[config.mk]
export PLATFORM = sky130hd
export DESIGN_NAME = cpu_dia11
export DESIGN_NICKNAME = d
export VERILOG_FILES = /design/src/rtl/cpu_dia11.sv
export SDC_FILE = /design/constraint.sdc
export NUM_CORES = 1
export LEC_CHECK = 0
export ABC_CLOCK_PERIOD_IN_PS = 4000
export CAP_MARGIN = 25
export CORE_MARGIN = 1.5
export CORE_UTILIZATION = 44
export DETAILED_ROUTE_END_ITERATION = 16
export DONT_BUFFER_PORTS = 1
export HOLD_SLACK_MARGIN = 0.1
export SLEW_MARGIN = 20
export SYNTH_ARGS = -nofsm -noshare
export SYNTH_HDL_FRONTEND = slang
export SYNTH_SLANG_ARGS = --single-unit
[constraint.sdc]
create_clock -name clock -period 4 [get_ports clock]
set_input_delay 0.8 -clock clock [delete_from_list [all_inputs] [get_ports clock]]
set_output_delay 0.8 -clock clock [all_outputs]
set_load 0.01 [all_outputs]
[src/rtl/cpu_dia11.sv]
// cpu_dia11: 8-bit accumulator CPU, 4-bit PC, 4-bit data address space.
// One instruction every three clocks: FETCH -> DECODE -> EXECUTE.
//
// Optional feature macro: CPU_HALT_INSTR_EN
//   defined   : opcode F enters a HALT state that only reset leaves.
//   undefined : opcode F executes as a NOP and no HALT state exists.
//
// Ports:
//   clock             in   system clock, rising edge
//   reset             in   asynchronous, active-low reset
//   instMemAddrBus    out  instruction ROM address (= PC)
//   instMemDataBus    in   instruction from combinational ROM
//   dataMemAddrBus    out  data memory address (= IR[3:0])
//   dataMemInDataBus  in   data memory read data (combinational)
//   dataMemOutDataBus out  data memory write data (= ACC)
//   mReadFlag         out  data memory read strobe (DECODE/EXECUTE of reads)
//   mWriteFlag        out  data memory write strobe (EXECUTE of STA)
//   accOut            out  accumulator
//   aluOut            out  combinational ALU result
//   opcode            out  IR[7:4]
module cpu_dia11 #(
  parameter logic [3:0] RESET_PC = 4'h0
) (
  input  logic       clock,
  input  logic       reset,
  output logic [3:0] instMemAddrBus,
  input  logic [7:0] instMemDataBus,
  output logic [3:0] dataMemAddrBus,
  input  logic [7:0] dataMemInDataBus,
  output logic [7:0] dataMemOutDataBus,
  output logic       mReadFlag,
  output logic       mWriteFlag,
  output logic [7:0] accOut,
  output logic [7:0] aluOut,
  output logic [3:0] opcode
);

  localparam logic [3:0] OpNop  = 4'h0;
  localparam logic [3:0] OpLda  = 4'h1;
  localparam logic [3:0] OpSta  = 4'h2;
  localparam logic [3:0] OpAdd  = 4'h3;
  localparam logic [3:0] OpSub  = 4'h4;
  localparam logic [3:0] OpAnd  = 4'h5;
  localparam logic [3:0] OpOr   = 4'h6;
  localparam logic [3:0] OpXor  = 4'h7;
  localparam logic [3:0] OpLdi  = 4'h8;
  localparam logic [3:0] OpAddi = 4'h9;
  localparam logic [3:0] OpNot  = 4'hA;
  localparam logic [3:0] OpShl  = 4'hB;
  localparam logic [3:0] OpShr  = 4'hC;
  localparam logic [3:0] OpJmp  = 4'hD;
  localparam logic [3:0] OpJz   = 4'hE;
`ifdef CPU_HALT_INSTR_EN
  localparam logic [3:0] OpHlt  = 4'hF;
`endif

`ifdef CPU_HALT_INSTR_EN
  typedef enum logic [1:0] {StFetch, StDecode, StExecute, StHalt} state_e;
`else
  typedef enum logic [1:0] {StFetch, StDecode, StExecute} state_e;
`endif

  state_e      state_q, state_d;
  logic [3:0]  pc_q, pc_d;
  logic [7:0]  acc_q, acc_d;
  logic [7:0]  ir_q, ir_d;
  logic        rd_q, rd_d;
  logic        wr_q, wr_d;
  logic [7:0]  alu;
  logic [3:0]  op;
  logic [3:0]  arg;

  assign op  = ir_q[7:4];
  assign arg = ir_q[3:0];

  // Opcodes that read data memory: LDA and the memory-operand ALU ops.
  function automatic logic is_read(input logic [3:0] o);
    return (o == OpLda) || ((o >= OpAdd) && (o <= OpXor));
  endfunction

  function automatic logic writes_acc(input logic [3:0] o);
    return (o == OpLda) || ((o >= OpAdd) && (o <= OpShr));
  endfunction

  // Non-ALU opcodes pass ACC through so aluOut is always meaningful.
  always_comb begin
    alu = acc_q;
    case (op)
      OpLda:   alu = dataMemInDataBus;
      OpAdd:   alu = acc_q + dataMemInDataBus;
      OpSub:   alu = acc_q - dataMemInDataBus;
      OpAnd:   alu = acc_q & dataMemInDataBus;
      OpOr:    alu = acc_q | dataMemInDataBus;
      OpXor:   alu = acc_q ^ dataMemInDataBus;
      OpLdi:   alu = {4'b0000, arg};
      OpAddi:  alu = acc_q + {4'b0000, arg};
      OpNot:   alu = ~acc_q;
      OpShl:   alu = {acc_q[6:0], 1'b0};
      OpShr:   alu = {1'b0, acc_q[7:1]};
      default: alu = acc_q;
    endcase
  end

  always_comb begin
    state_d = state_q;
    pc_d    = pc_q;
    acc_d   = acc_q;
    ir_d    = ir_q;
    rd_d    = 1'b0;
    wr_d    = 1'b0;
    case (state_q)
      StFetch: begin
        ir_d    = instMemDataBus;
        // Strobe is registered, so it is decided from the incoming instruction.
        rd_d    = is_read(instMemDataBus[7:4]);
        state_d = StDecode;
      end
      StDecode: begin
        rd_d    = rd_q;
        wr_d    = (op == OpSta);
        state_d = StExecute;
      end
      StExecute: begin
        if (writes_acc(op)) begin
          acc_d = alu;
        end
        if ((op == OpJmp) || ((op == OpJz) && (acc_q == 8'h00))) begin
          pc_d = arg;
        end else begin
          pc_d = pc_q + 4'd1;
        end
        state_d = StFetch;
`ifdef CPU_HALT_INSTR_EN
        // HLT freezes PC at its own address.
        if (op == OpHlt) begin
          pc_d    = pc_q;
          state_d = StHalt;
        end
`endif
      end
`ifdef CPU_HALT_INSTR_EN
      StHalt: state_d = StHalt;
`endif
      default: state_d = StFetch;
    endcase
  end

  always_ff @(posedge clock or negedge reset) begin
    if (!reset) begin
      state_q <= StFetch;
      pc_q    <= RESET_PC;
      acc_q   <= 8'h00;
      ir_q    <= 8'h00;
      rd_q    <= 1'b0;
      wr_q    <= 1'b0;
    end else begin
      state_q <= state_d;
      pc_q    <= pc_d;
      acc_q   <= acc_d;
      ir_q    <= ir_d;
      rd_q    <= rd_d;
      wr_q    <= wr_d;
    end
  end

  assign instMemAddrBus    = pc_q;
  assign dataMemAddrBus    = arg;
  assign dataMemOutDataBus = acc_q;
  assign mReadFlag         = rd_q;
  assign mWriteFlag        = wr_q;
  assign accOut            = acc_q;
  assign aluOut            = alu;
  assign opcode            = op;

endmodule

== Yosys cells after proc, flatten, opt, wreduce, memory -nomap -nowiden ==
Index checks and enable logic that the tools add are counted.
Cells by class
  $add $sub $neg: 4
  multipliers: 0
  divide/modulo/power cells: 0
  $lt $le $gt $ge: 4
  equal/unequal tests: 17
  shift-type cells: 0
  muxes and demuxes: 5
  bitwise gates (word level): 4
  reduce and logical (&&, ||, !) cells: 9
Operators with widths (number)
  $pmux W8 S11: 1
  $eq A4 B4 Y1 const B: 7
  $eq A4 B3 Y1 const B: 4
  $add A8 B4 Y8: 1
  $add A8 B8 Y8: 1
  $and A8 B8 Y8: 1
  $eq A4 B1 Y1 const B: 2
  $eq A4 B2 Y1 const B: 2
  $ge A4 B2 Y1 const B: 2
  $logic_not A8 Y1: 1
  $not A8 Y8: 1
  $or A8 B8 Y8: 1
  $sub A8 B8 Y8: 1
  $xor A8 B8 Y8: 1
  $add A4 B1 Y4 const B: 1
  $le A4 B3 Y1 const B: 1
  $le A4 B4 Y1 const B: 1
  $mux W4: 1
  $pmux W2 S2: 1
  $logic_and A1 B1 Y1: 3
  $logic_or A1 B1 Y1: 3
  $eq A2 B1 Y1 const B: 1
  $eq A2 B2 Y1 const B: 1
  $logic_not A2 Y1: 1
  3 further kinds: 3
Word-level totals
  flip-flop bits (word level): 24
  bits in latches: 0
  RAM bits: 0
  ROM bits: 0
  input port bits: 18
  output and inout bits: 38
  logic and storage cells: 49
  memories kept: 0

== Logic depth before layout (Yosys ltp) ==
Gate-level depths: netlist (run 1).
  word-level depth: 4
  gate-level depth with buffers: 14
  mapped depth without buffers: 13

== Worst setup path after synthesis (run 1) ==
No wires, ideal clock.
  path kind: reg-to-output
  start point: register ir_q[7]
  end point: output port aluOut[7]
  data arrival time: 3.143 ns
  required time: 3.200 ns
  path slack: 0.057 ns
  stages on the path, launching flop included: 13
  cells stage by stage: dfrtp_1 -> buf_6 -> or4b_1 -> buf_2 -> o211ai_1 -> o311ai_1 -> ha_1 -> a21o_1 -> a2111oi_0 -> a21oi_1 -> xor2_1 -> o21ai_0 -> a2bb2oi_1
Between the ends
  cells in the longest elaborated chain, start to end: 2
  elaborated cells between the ends (all ways): 12
RTL lines
  from (decl): line 66  | logic [7:0] ir_q, ir_d;
  from (signal assigned): line 160  | ir_q <= ir_d;
  $eq A4 B4 Y1, or another cell as far along: line 88  | case (op)
  $pmux W8 S11 *: line 88
  to (decl): line 34  | output logic [7:0] aluOut,
Every way passes the cells marked *; elsewhere a longest branch is shown, timed or not.

== Worst setup path in the final report (run 1) ==
Same ends and word-level chain as after synthesis.

==> flow_metrics.tcl, run 1 <==
set metrics [dict create \
    syn2layout_area_growth_pct 11.2 \
    clock_latency_ns 0.27 \
    synth_top_area_share_pct 23.4 \
    finClkSkew_ns 0.00334 \
    hold_violations 0 \
    drc 0 \
    drv_slew 0 \
    die_x_um 79.4 \
    worstMarginPinSlew_ns 0.746 \
    status "complete, no violations" \
    path_clk_slew_ns 0.09 \
    p_leak_nw 1.24 \
    root_buffer "clkbuf_8" \
    timing.final.ws_setup_ns 0.0506 \
    num_rows 27 \
    cp.required_ns 3.20 \
    reg2reg_from "ir_q[5]$_DFFE_PN0P_" \
    hpwlAfterDp_um 5960 \
    wirelength_um 7970 \
    crit_arrival_ns 3.15 \
    wl_met2_um 3650 \
    drt-met1-wl_um 3600 \
    crit_path_top_delay_cell "or4b_4" \
    worstPathMaxFanout 4 \
    fillers 573 \
    ys_ff_latch 24 \
    hold_buffers 0 \
    grt.total_usage_pct 25.5 \
    crit_chain "or4b_4, o211ai_1, o311ai_1, ha_1, a21o_1, a2111oi_4, a21oi_2, xor2_2, a21oi_2, a2bb2oi_1, buf_4" \
    finalCritPeriodShare_pct 98.7 \
    met3_length_um 591 \
    grt_overflow_total 0 \
    crit_buf_inv 1 \
    worst_path_dominant_cell_family "compound AO/OA/AOI/OAI gates" \
    slowest_delay_ns 0.57 \
    yosysWarnings 0 \
    power_mw 1.06 \
    cp.depth 11 \
    cp-end-kind "output pin" \
    endpoint "aluOut[7]" \
    setup_violations 0 \
    cap_violations 0 \
    clockBufferDepth 2 \
    reg2reg_to "accOut[3]$_DFFE_PN0P_" \
    initial_utilization_pct 46.1 \
    cts.sinks 24 \
    io_pins 56 \
    drtPass1Iterations 5 \
    rsz0062_at_grt "yes" \
    drive_gt1_share_pct 17.5 \
    place_area_um2 2700 \
    top_layer "met4" \
    ir_drop_mv 0.205 \
    design_area_um2 2860 \
    powerDensity_nw_per_um2 370 \
    ys_types 57 \
    syn-num-nets 369 \
    grt_pass1_vias 2324 \
    synth_area_leaders "dfrtp_1, ha_1, nand2_1" \
    place.gp.congestion 0.998 \
    grt_max_degree 28 \
    layout.nets 377 \
    clock.fmax_mhz 253 \
    finalCriticalPeriod_ns 3.95 \
    cp-start-kind "flop" \
    antenna_found_initial 0 \
    synth_edf_count 0 \
    cts_tree "yes" \
    cts_max_level 1 \
    grt_pass1_wl_um 12500 \
    core_area_um2 5570 \
    viasPerCell 6.18 \
    synthArstFlopShare_pct 100 \
    die_h_um 79.4 \
    n_antenna_cell 0 \
    preCtsSetupSlack_ns 0.0607 \
    slew_headroom_pct 50.1 \
    wl_per_cell_um 19.7 \
    worstHoldPathType "in -> async" \
    r2r_cells 13 \
    criticalPathCategory "reg -> out" \
    ys.flop_type "dfrtp_1" \
    fin_hold_ws_ns 0.208 \
    numCtsBuffers 3 \
    portBuffers 0 \
    cp-startpoint "ir_q[7]$_DFFE_PN0P_" \
    syn_inst 325 \
    rrSetupSlack_ns 1.04 \
    syn_area_um2 2570 \
    synth_top_cell_by_area "dfrtp_1" \
    antenna_left 0 \
    avgSynthCellArea_um2 7.90 \
    seq_area_frac_synth_pct 23.4 \
    crit_top_cell "a21oi_2" \
    die_area_um2 6310 \
    vias 2496 \
    drt_iter0_markers 251 \
]
what timing repair did:
action | 4_1_cts | 5_1_grt
pin swaps | 4 | 10
setup buffers | 1 | 3
resized for setup | 7 | 10
setup endpoints to repair | 3 | 3
flip-flops by register name (all words and copies together), names as in the netlist:
name,flops
state_q,2
instMemAddrBus,4
mReadFlag,1
accOut,8
mWriteFlag,1
ir_q,8
placed cells by master, fill, tap and decap left out, types with 3 or more instances in the layout:
master / instances
nand3_1: 7
a32oi_1: 3
buf_4: 28
o2bb2ai_1: 3
a22oi_1: 4
nor3_1: 8
nand2b_1: 7
nand2_1: 35
xor2_1: 4
a21oi_1: 18
mux2i_1: 8
clkbuf_8: 4
o211ai_1: 4
dfrtp_1: 24
inv_1: 22
o21ai_0: 21
o22ai_1: 4
a21o_1: 3
a21oi_2: 4
o21a_1: 7
ha_1: 25
nor2b_1: 6
o21ai_1: 9
mux2_2: 11
nor2_1: 20
cells by family after synthesis:
kind of cell             synth area share, %
AO/OA/AOI/OAI                           26.5
AND/OR/NAND/NOR                         18.0
buffers and inverters                   8.82
adder cells (fa/ha/maj)                 13.0
flip-flops                              23.4
multiplexers                            7.94
XOR/XNOR                                2.39
synthesized netlist by cell type (all sizes together), types with 2 or more instances:
cell type	n
nor2b	6
a21oi	22
clkbuf	9
xor2	5
a31oi	2
o22ai	4
dfrtp	24
o21a	7
and2	2
ha	25
inv	23
a211o	2
and3	2
o21ai	30
a211oi	2
mux2	11
nand4	2
a32oi	3
xnor2	2
nor2	22
a21o	3
nand3	7
nor3	9
mux2i	8
a22oi	4
a41oi	2
or3	2
o211ai	4
o221ai	2
buf	16
o2bb2ai	3
nand2	35
nand2b	7
per-stage QoR:
| step | cells | TNS (ns) | util (%) |
|---|---|---|---|
| after floorplan | 325 | 0 | - |
| after global placement | 396 | 0 | 48.4 |
| after detailed placement | 396 | 0 | 48.4 |
| after CTS | 401 | -0.0294 | 49.9 |
| after global routing | 404 | -0.133 | 51.2 |
| final | 404 | 0 | 51.2 |
area by class of cell:
type	count	area [um^2]	share of cell area, %
inverters	23	86.3	3.02
multi-input cells	253	1810	63.5
flip-flops and latches	24	601	21.0
well taps	72	90.1	3.16
repair buffers	28	210	7.36
clock buffers	4	55.1	1.93
per-layer routing:
metal  track usage, %  vias to the layer above
li1                 -                     1180
met1             35.3                     1194
met2             41.4                      107
met3             4.57                       15
met4             5.44                        0
met5                0                        -
where the power goes:
part | total, mW | internal, mW | switching [mW]
Clock | 0.175 | 0.0882 | 0.0866
Sequential | 0.351 | 0.283 | 0.0676
Combinational | 0.532 | 0.228 | 0.304
worst min-delay path by stage:
stage | from | end | slack [ns] | cells after the start
final | reset | ir_q[5]$_DFFE_PN0P_ | 0.21 | 0
after global routing | reset | mReadFlag$_DFFE_PN0N_ | 0.19 | 0
after CTS | reset | ir_q[2]$_DFFE_PN0P_ | 0.20 | 0
after detailed placement | state_q[1]$_DFF_PN0_ | mReadFlag$_DFFE_PN0N_ | 0.50 | 1
after global placement | reset | instMemAddrBus[2]$_DFFE_PN0P_ | 0.50 | 0
after floorplan | state_q[1]$_DFF_PN0_ | mReadFlag$_DFFE_PN0N_ | 0.46 | 1
No activity file was read; power rests on OpenSTA's default activity.
==> inputs of run 2 (changes only) <==
ABC_AREA = 1   (was unset)
==> flow_metrics.tcl, run 2 <==
set metrics [dict create \
    status "complete, no violations" \
    root_buffer "clkbuf_8" \
    n_antenna_cell 0 \
    grt.total_usage_pct 26.0 \
    cts_tree "yes" \
    ys.flop_type "dfrtp_1" \
    yosysMostFrequentCell "nand2_1" \
    slew_headroom_pct 40.5 \
    switching_power_uw 407 \
    syn2layout_area_growth_pct 4.28 \
    synth_common_cells "nand2_1, inv_1, o21ai_0" \
    antenna_found_initial 0 \
    worstHoldPathType "in -> async" \
    cts.sinks 24 \
    crit_arrival_ns 2.92 \
    yosysWarnings 0 \
    drive_gt1_share_pct 5.87 \
    grt_pass1_vias 2377 \
    crit_chain "inv_1, nand2_1, nor2_2, nor2_4, inv_1, o221ai_1, fa_1, nand2_1, a21oi_1, o21ai_0, nand3_1, nand4_1, o21ai_0, inv_1" \
    finClkSkew_ns 0.00221 \
    final_cell_mix "nand2_1, inv_1, o21ai_0" \
    drt-met1-wl_um 3460 \
    die_area_um2 5970 \
    grt_overflow_total 0 \
    layout.nets 403 \
    drc 0 \
    place.gp.congestion 0.926 \
    synth_top_area_share_pct 24.8 \
    numCtsBuffers 3 \
    design_area_um2 2530 \
    grt_pass1_wl_um 12100 \
    top_layer "met4" \
    hpwlAfterDp_um 5630 \
    ys_types 37 \
    drv_slew 0 \
    initial_utilization_pct 46.6 \
    setup_violations 0 \
    clock.fmax_mhz 268 \
    cp-start-kind "flop" \
    die_x_um 77.3 \
    crit_buf_inv 3 \
    synth_top_cell_by_area "dfrtp_1" \
    p_int_uw 540 \
    portBuffers 0 \
    io_pins 56 \
    power_uw 947 \
    avgSynthCellArea_um2 6.68 \
    ys_ff_latch 24 \
    grt_max_degree 25 \
    crit_top_cell "inv_1" \
    worstPathMaxFanout 6 \
    hold_violations 0 \
    ir_drop_mv 0.187 \
    cp-end-kind "output pin" \
    cap_violations 0 \
    fin_setup_tns_ns 0 \
    synthArstFlopShare_pct 100 \
    num_rows 26 \
    seqPwrFrac_pct 40.5 \
    vias 2437 \
    synth_edf_count 0 \
    synth_area_leaders "dfrtp_1, nand2_1, ha_1" \
    finalCriticalPeriod_ns 3.72 \
    worst_path_dominant_cell_family "simple AND/OR/NAND/NOR gates" \
    final_common_cell "nand2_1" \
    wl_per_cell_um 17.1 \
    cts_max_level 1 \
    criticalPathCategory "reg -> out" \
    core_area_um2 5200 \
    comb_power_share_pct 36.1 \
    clockBufferDepth 2 \
    powerDensity_nw_per_um2 375 \
    place_area_um2 2450 \
    worstMarginPinSlew_ns 0.890 \
    drt_iter0_markers 165 \
    clock_latency_ns 0.28 \
    wirelength_um 7330 \
    syn_area_um2 2430 \
    rsz0062_at_grt "no" \
    finalCritPeriodShare_pct 93.1 \
    die_h_um 77.3 \
    p_leak_nw 1.23 \
    syn_inst 363 \
    viasPerCell 5.69 \
    slowest_delay_ns 0.50 \
    syn-num-nets 407 \
    crit_path_top_delay_cell "dfrtp_1" \
    p_clk_share_pct 23.4 \
    fin_hold_ws_ns 0.204 \
    path_clk_slew_ns 0.09 \
    cp.required_ns 3.20 \
    met3_length_um 607 \
    wl_met2_um 3170 \
    seq_area_frac_synth_pct 24.8 \
    switching_share_pct 43.0 \
    drtPass1Iterations 5 \
    antenna_left 0 \
]
==> run 2: cell count changes after synthesis, moves of 11 or more <==
cell / before / now
nand2_1: 35 / 88
inv_1: 22 / 48
nand3_1: 7 / 27
o21ai_0: 23 / 37
nor2_1: 22 / 34
mux2_2: 11 / 0
==> run 2: layout make-up <==
| cell class | count | area [um^2] |
|---|---|---|
| clock buffers | 3 | 41.3 |
| flip-flops and latches | 24 | 601 |
| repair buffers | 1 | 7.51 |
| well taps | 70 | 87.6 |
| multi-input cells | 279 | 1570 |
| clock inverters | 1 | 30.0 |
| inverters | 50 | 191 |
| fillers | 554 | 2680 |
==> run 2: kinds of logic after synthesis <==
family                     share of synthesized area [%]
AOI/OAI and AO/OA                                   19.0
and+or+nand+nor                                     31.2
DFF                                                 24.8
buffers and inverters                               10.6
adders and majority gates                           13.7
xor gates and xnor gates                           0.722
==> run 2: metal layers <==
layer | vias up | global-route usage (%)
li1 | 1200 | -
met1 | 1125 | 36.3
met2 | 102 | 40.4
met3 | 10 | 6.31
met4 | 0 | 6.18
met5 | - | 0
==> run 2: through the flow <==
step / instances / utilization (%) / worst slack, ns
after floorplan: 363 / - / 0.541
after global placement: 424 / 47.1 / 0.311
after detailed placement: 424 / 47.1 / 0.275
after CTS: 428 / 48.5 / 0.222
after global routing: 428 / 48.6 / 0.0338
final: 428 / 48.6 / 0.275
==> run 2: power by group through the flow <==
stage	combinational [mW]	clock (mW)	sequential, mW
4_1_cts	0.337	0.230	0.385
6_report	0.342	0.222	0.384
2_1_floorplan	0.303	0	0.355
3_3_place_gp	0.330	0	0.386
5_1_grt	0.398	0.234	0.395
3_5_place_dp	0.335	0	0.390
==> run 2: worst paths after layout <==
kind | from | endpoint | slack (ns) | cells past startpoint
setup / recovery | ir_q[6]$_DFFE_PN0P_ | aluOut[4] | 0.28 | 14
hold / removal | reset | ir_q[4]$_DFFE_PN0P_ | 0.20 | 0
setup reg to reg | ir_q[6]$_DFFE_PN0P_ | accOut[2]$_DFFE_PN0P_ | 1.32 | 12
hold reg to reg | state_q[1]$_DFF_PN0_ | mWriteFlag$_DFF_PN0_ | 0.49 | 1
max in group asynchronous | reset | accOut[4]$_DFFE_PN0P_ | 3.72 | 0
min in group clock | state_q[1]$_DFF_PN0_ | mWriteFlag$_DFF_PN0_ | 0.49 | 1
==> run 2: timing repair <==
action                                  4_1_cts  5_1_grt
endpoints found under the setup margin        0        2
buffers inserted                              0        0
resized for setup                             0        2
hold buffers                                  0        0
hold endpoints to repair                      0        0
